--- config.mk ---
export PLATFORM = sky130hd
export DESIGN_NAME = inst_rom_arbiter
export DESIGN_NICKNAME = d
export VERILOG_FILES = /design/src/rtl/inst_rom_arbiter.sv
export SDC_FILE = /design/constraint.sdc
export NUM_CORES = 1
export LEC_CHECK = 0
export BUFFER_PORTS_ARGS = -buffer_cell sky130_fd_sc_hd__buf_2
export CAP_MARGIN = 20
export CORE_MARGIN = 4
export CORE_UTILIZATION = 25
export DETAILED_ROUTE_END_ITERATION = 8
export PLACE_DENSITY = 0.76
export SYNTH_ARGS = -nofsm -noshare
export SYNTH_HDL_FRONTEND = slang
export SYNTH_SLANG_ARGS = --single-unit
--- constraint.sdc ---
create_clock -name clk -period 1.6 [get_ports clk]
set_input_delay 0 -clock clk [delete_from_list [all_inputs] [get_ports clk]]
set_output_delay 0 -clock clk [all_outputs]
set_load 0.03 [all_outputs]
--- src/rtl/inst_rom_arbiter.sv ---
`default_nettype none
// ============================================================================
// Module      : inst_rom_arbiter
// Description : Round-robin, burst-bounded arbiter sharing one synchronous
//               instruction ROM between CPU fetch (port 0) and a debug/loader
//               master (port 1).
// Revision    : 1.0 - initial release
// ============================================================================
module inst_rom_arbiter #(
    parameter int ADDR_W    = 32,
    parameter int DATA_W    = 32,
    parameter int MAX_BURST = 4
) (
    input  logic              clk,
    input  logic              rst,
    input  logic              m0_req_in,
    input  logic [ADDR_W-1:0] m0_addr_in,
    output logic              m0_gnt_out,
    output logic              m0_rvalid_out,
    input  logic              m1_req_in,
    input  logic [ADDR_W-1:0] m1_addr_in,
    output logic              m1_gnt_out,
    output logic              m1_rvalid_out,
    output logic [DATA_W-1:0] rdata_out,
    output logic              rom_en_out,
    output logic [ADDR_W-1:0] rom_addr_out,
    input  logic [DATA_W-1:0] rom_data_in
);

    localparam int                 c_BCNT_W     = $clog2(MAX_BURST + 1);
    localparam logic [c_BCNT_W-1:0] c_BURST_LAST = c_BCNT_W'(MAX_BURST - 1);
    localparam logic [c_BCNT_W-1:0] c_BCNT_ONE   = c_BCNT_W'(1);

    typedef enum logic [1:0] {
        OWN_NONE = 2'd0,
        OWN_P0   = 2'd1,
        OWN_P1   = 2'd2
    } owner_t;

    owner_t              r_owner;
    owner_t              w_owner_nxt;
    logic [c_BCNT_W-1:0] r_bcnt;
    logic [c_BCNT_W-1:0] w_bcnt_nxt;
    logic                r_last;        // 0: port 0 granted last, 1: port 1
    logic                r_m0_rvalid;
    logic                r_m1_rvalid;
    logic                w_gnt0;
    logic                w_gnt1;

    always_ff @(posedge clk or posedge rst) begin
        if (rst) begin
            r_owner     <= OWN_NONE;
            r_bcnt      <= '0;
            r_last      <= 1'b1;
            r_m0_rvalid <= 1'b0;
            r_m1_rvalid <= 1'b0;
        end else begin
            r_owner     <= w_owner_nxt;
            r_bcnt      <= w_bcnt_nxt;
            r_m0_rvalid <= w_gnt0;
            r_m1_rvalid <= w_gnt1;
            if (w_gnt0) begin
                r_last <= 1'b0;
            end else if (w_gnt1) begin
                r_last <= 1'b1;
            end
        end
    end

    // The burst counter only advances under contention; any uncontended
    // grant or idle cycle restarts the burst window.
    always_comb begin
        w_gnt0      = 1'b0;
        w_gnt1      = 1'b0;
        w_owner_nxt = OWN_NONE;
        w_bcnt_nxt  = '0;
        if (m0_req_in && m1_req_in) begin
            case (r_owner)
                OWN_P0: begin
                    if (r_bcnt < c_BURST_LAST) begin
                        w_gnt0      = 1'b1;
                        w_owner_nxt = OWN_P0;
                        w_bcnt_nxt  = r_bcnt + c_BCNT_ONE;
                    end else begin
                        w_gnt1      = 1'b1;
                        w_owner_nxt = OWN_P1;
                    end
                end
                OWN_P1: begin
                    if (r_bcnt < c_BURST_LAST) begin
                        w_gnt1      = 1'b1;
                        w_owner_nxt = OWN_P1;
                        w_bcnt_nxt  = r_bcnt + c_BCNT_ONE;
                    end else begin
                        w_gnt0      = 1'b1;
                        w_owner_nxt = OWN_P0;
                    end
                end
                default: begin
                    if (r_last) begin
                        w_gnt0      = 1'b1;
                        w_owner_nxt = OWN_P0;
                    end else begin
                        w_gnt1      = 1'b1;
                        w_owner_nxt = OWN_P1;
                    end
                end
            endcase
        end else if (m0_req_in) begin
            w_gnt0      = 1'b1;
            w_owner_nxt = OWN_P0;
        end else if (m1_req_in) begin
            w_gnt1      = 1'b1;
            w_owner_nxt = OWN_P1;
        end
    end

    // Outputs are forced quiet for the whole time reset is high, not just at edges.
    assign m0_gnt_out    = w_gnt0 & ~rst;
    assign m1_gnt_out    = w_gnt1 & ~rst;
    assign rom_en_out    = m0_gnt_out | m1_gnt_out;
    assign rom_addr_out  = m0_gnt_out ? m0_addr_in :
                           m1_gnt_out ? m1_addr_in : '0;
    assign m0_rvalid_out = r_m0_rvalid;
    assign m1_rvalid_out = r_m1_rvalid;
    assign rdata_out     = rom_data_in;

endmodule
`default_nettype wire

## Yosys cells after proc, flatten, opt, wreduce, memory -nomap -nowiden

Cells that the tools add are included.
W data, S select, Z words.

| storage, ports and cells | value |
|---|---|
| bits in registers | 8 |
| input port bits | 100 |
| output and inout bits | 69 |
| logic and storage cells | 41 |

| cells by class | value |
|---|---|
| add/subtract/negate cells | 1 |
| magnitude comparators | 1 |
| equal/unequal tests | 2 |
| muxes and demuxes | 25 |
| bitwise logic cells | 4 |
| reduce and logical (&&, ||, !) cells | 3 |

Operator list:

| kind | number |
|---|---|
| $mux W32 | 2 |
| $mux W2 | 6 |
| $mux W1 | 11 |
| $mux W3 | 3 |
| $pmux W1 S2 | 2 |
| $pmux W2 S2 | 1 |
| $add A3 B1 Y3 const B | 1 |
| $lt A3 B2 Y1 const B | 1 |
| $and A1 B1 Y1 | 2 |
| $eq A2 B1 Y1 const B | 1 |
| $eq A2 B2 Y1 const B | 1 |
| $reduce_bool A2 Y1 | 1 |
| $reduce_or A2 Y1 | 1 |
| $logic_and A1 B1 Y1 | 1 |
| $not A1 Y1 | 1 |
| $or A1 B1 Y1 | 1 |

## Longest topological paths before layout

| logic depth | value |
|---|---|
| word-level depth | 7 |
| depth in mapped cells | 7 |
| depth with buffers taken out | 6 |

## Least setup slack after synthesis

OpenSTA, ideal clock, no wires.

| timing path | value |
|---|---|
| path kind | register to output |
| from | register r_owner[0] |
| to | output rom_addr_out[10] |
| data arrival time | 1.925 ns |
| data required time | 1.600 ns |
| setup slack | -0.325 ns |
| stages on the path, launching flop included | 7 |
| buffers on the path | 1 |
| path through | dfrtp_1 > inv_1 > ha_1 > nor4b_1 > o311a_2 > buf_6 > a22o_1 |

| between the ends | value |
|---|---|
| longest elaborated chain between the ends | 6 |
| elaborated cells between the ends (all ways) | 10 |
| classes of those cells | 2 x eq/ne; 6 x mux; 2 x bitwise |

Ends and longest elaborated chain:

| element | RTL line | RTL |
|---|---|---|
| start, declared | 40 | `owner_t r_owner;` |
| start signal, assigned | 58 | `r_owner <= w_owner_nxt;` |
| $eq A2 B2 Y1 / $eq A2 B1 Y1 (equally long branches) | 78 | `case (r_owner)` |
| $pmux W1 S2 | 78 |  |
| $mux W1 | 77 | `if (m0_req_in && m1_req_in) begin` |
| $and A1 B1 Y1 | 120 | `assign m1_gnt_out = w_gnt1 & ~rst;` |
| $mux W32 | 123 | `m1_gnt_out ? m1_addr_in : '0;` |
| $mux W32 (*) | 122 | `assign rom_addr_out = m0_gnt_out ? m0_addr_in :` |
| end, declared | 26 | `output logic [ADDR_W-1:0] rom_addr_out,` |

Every way passes the cells marked *; elsewhere a longest branch is shown, timed or not.

## Worst setup path after layout

| timing path | value |
|---|---|
| from | register r_owner[0] |
| to | output rom_addr_out[31] |

Same word-level chain as after synthesis.

==> metrics.txt <==
Period minus WS final=2011 ps; number of warnings printed during yosys synthesis=0; most used standard cell by instance count after synthesis=buf_4; largest incremental delay on the critical path=420 ps; top post-synthesis cells by area=a22o_1 (27%), buf_4 (24%), dfrtp_1 (13%); Power Density=993.9 nW/um2; fraction of synthesis flops using an asynchronous set or reset pin=100.0%; total design power=1984 uW; Floorplan Core Area=3744 um2; share of the core filled with cells=53.31%; number of design rule violations left after detail routing=0; remaining global-route overflow=0; cell internal power dissipation=1080 uW; wire length after detailed routing=4870 um; layout cell share with drive strength beyond 1=85.79%; Net Sw Power=903.1 uW; required time reported for the critical path endpoint=1600 ps; leading cell types by count after synthesis=buf_4 (32), a22o_1 (30), inv_1 (9); critical-path maximum fanout=14; mean cell area of the mapped netlist=8.736 um2; outcome=finished with violations; number of slew-limit violations in the final report=0; antenna violations before repair=0; net switching fraction of the power=45.53%; Worst-Margin Slew=507.0 ps; Inserted Diodes=0; hpwl dp=3604 um; count of vias placed by the detailed router=1259; per-cell via count in the routed design=5.139; post-route non-filler standard cell count=245; setup clock skew after layout=1.805 ps; final antenna-violating net count=0; combinational group share of total power=75.6%; Initial Utilization=26.37%; unrepaired setup endpoints after global routing=true; number of port buffers=104; Final period util=125.7%; clock transition time at the flip-flop clock pins of the worst setup and hold paths=40 ps; type of element launching the critical path=register; wire length of the first global-routing pass=7410 um; sequential share of power=11.7%; data arrival time of the critical path=2010 ps; count of state elements after synthesis=6; DRC violation total after the first TritonRoute iteration=81; Main synth FF type=dfrtp_1; Final GP Congestion=0.8421; cell taking the most area after synthesis=a22o_1; highest ir drop seen on vdd=0.4411 mV; clock buffers created by TritonCTS=3; total area of multi-input combinational cells=865.8 um2; Critical Path Most Common Cell=inv_2; floorplan die width=70.84 um; start-to-end type of the worst setup path=reg -> out; CTS H-Tree Depth=1; height of the die=70.84 um; synth-to-layout area growth=102.2%; normalized max-slew margin=66.13%; library cells used by synthesis=23; number of enable flip-flop cells after synthesis=0; Root Buffer Master=clkbuf_8; TNS Setup=-12980 ps; proportion of synthesized chip area in sequential cells=15.34%; Post-layout nets=301; Site Rows=22; drt wl/cell=19.88 um; Hold Path Class=in -> out; Max Buffers Root-to-Sink=2; setup violators final=35; GRT Total Usage=18.66%; Peak Freq=497.2 MHz; number of global-route vias before repair=1412; leakage power figure=0.001071 uW; I/O pin count=169; pre-CTS worst setup slack=-275.2 ps; largest net degree at the start of global routing=15; synthesized instance count=113; # fillers=343; clock latency on the worst-skew pair=230 ps; share of Yosys cell area claimed by the top area cell type=26.62%; Storage cell area=153.9 um2; length of the first detailed-routing pass in iterations=4; Final Hold Fails=0; critical-path cell with the highest stage delay=o311a_4; number of nets in the synthesized netlist=216; critical-path cell list=inv_2 -> ha_4 -> inv_2 -> o21ai_2 -> o311a_4 -> buf_12 -> a22o_2 -> buf_6; total instance count after detailed placement=236; Max-Cap Viols=0; number of clock sinks=6; die area=5018 um2; violations in the final reports=negative setup slack; power share of the clock group=12.7%; min setup slack post-route=-411.4 ps; clock tree from TritonCTS=yes; Critical Path Sink Type=primary output; Post-Synthesis Cell Area=987.2 um2
[critical path: cells and delay by family (launching register included)]
family / cells / cell delay, ps
adder cells (fa/ha/maj): 1 / 220
AO/OA/AOI/OAI: 3 / 690
flip-flops: 1 / 410
buffers and inverters: 4 / 450
[routing by layer]
layer	global-route usage (%)	vias up	routed length (um)
met4	7.933	0	187
met5	0	-	0
met2	33.47	96	2589
li1	-	561	-
met3	6.818	17	490
met1	19.45	585	1601
[final timing paths]
| check | from | to | slack [ps] | cells after the start |
|---|---|---|---|---|
| min in group asynchronous | rst | r_bcnt[0] | 390 | 4 |
| worst max register to register | r_bcnt[0] | r_last | 20 | 4 |
| worst max-delay path | r_owner[0] | rom_addr_out[31] | -410 | 8 |
| worst min-delay path | rom_data_in[8] | rdata_out[8] | 0.01 | 0 |
| max in group asynchronous | rst | r_last | 1010 | 4 |
| worst min register to register | r_last | r_last | 510 | 2 |
[final cells by class]
type	instances	share of cell area [%]
Clock buffer	4	2.257
Sequential cell	6	7.712
Timing Repair Buffer	115	41.94
Inverter	9	1.693
Tap cell	48	3.009
Multi-Input combinational cell	63	43.39
[stage by stage]
stage | hold slack, ps | area, um2
2_1_floorplan | -194.4 | 1294
3_3_place_gp | 0.2048 | 1647
3_5_place_dp | 0.2048 | 1647
4_1_cts | 0.2048 | 1949
5_1_grt | 0.05060 | 1996
6_report | 0.01319 | 1996
[cell usage in the layout (no fill, tap or decap)]
cell           count
mux2_4             1
o21ai_2            1
a22o_2             2
ha_4               1
a22o_4            30
o311a_4            1
dfstp_2            1
ha_2               1
buf_12             2
nand3_1            2
inv_2              3
buf_4              8
a21oi_2            1
o211ai_1           1
nor4b_2            2
dfrtp_2            2
buf_2             71
a21oi_4            1
nor3_1             3
dlygate4sd3_1      1
clkbuf_1           1
o211a_4            4
inv_1              6
clkbuf_8           3
dfrtp_1            3
nor2b_1            2
nand2_1            4
ha_1               1
a21o_1             2
nor2_1             1
a21boi_2           1
a21boi_1           1
buf_6             33
[kinds of logic (layout without fill, tap and decap cells)]
logic type,after synthesis,in the layout,share of synthesized area [%]
multiplexers,1,1,1.520
AO/OA/AOI/OAI,42,45,37.26
buffers and inverters,47,128,34.60
AND/OR/NAND/NOR,14,14,7.477
flip-flops,6,6,15.34
adder cells (fa/ha/maj),3,3,3.803
[registers in the layout, indices dropped and copies added (netlist names)]
signal,flops
r_last,1
m1_rvalid_out,1
r_bcnt,3
r_owner,1
[power by group through the flow]
stage | Sequential [uW] | Clock, uW | Combinational, uW
6_report | 232 | 252 | 1500
2_1_floorplan | 255 | 0 | 1030
3_3_place_gp | 229 | 0 | 1180
3_5_place_dp | 232 | 0 | 1200
4_1_cts | 229 | 253 | 1460
5_1_grt | 238 | 258 | 1580
[repair_timing]
action / CTS / global route
gates resized for setup: 63 / 15
gates cloned: 3 / 0
hold buffers: 1 / 0
buffers inserted: 1 / 0
endpoints found under the hold margin: 5 / 0
setup endpoints to repair: 35 / 36
pin swaps: 4 / 2
Power figures use the tool's default switching activity.
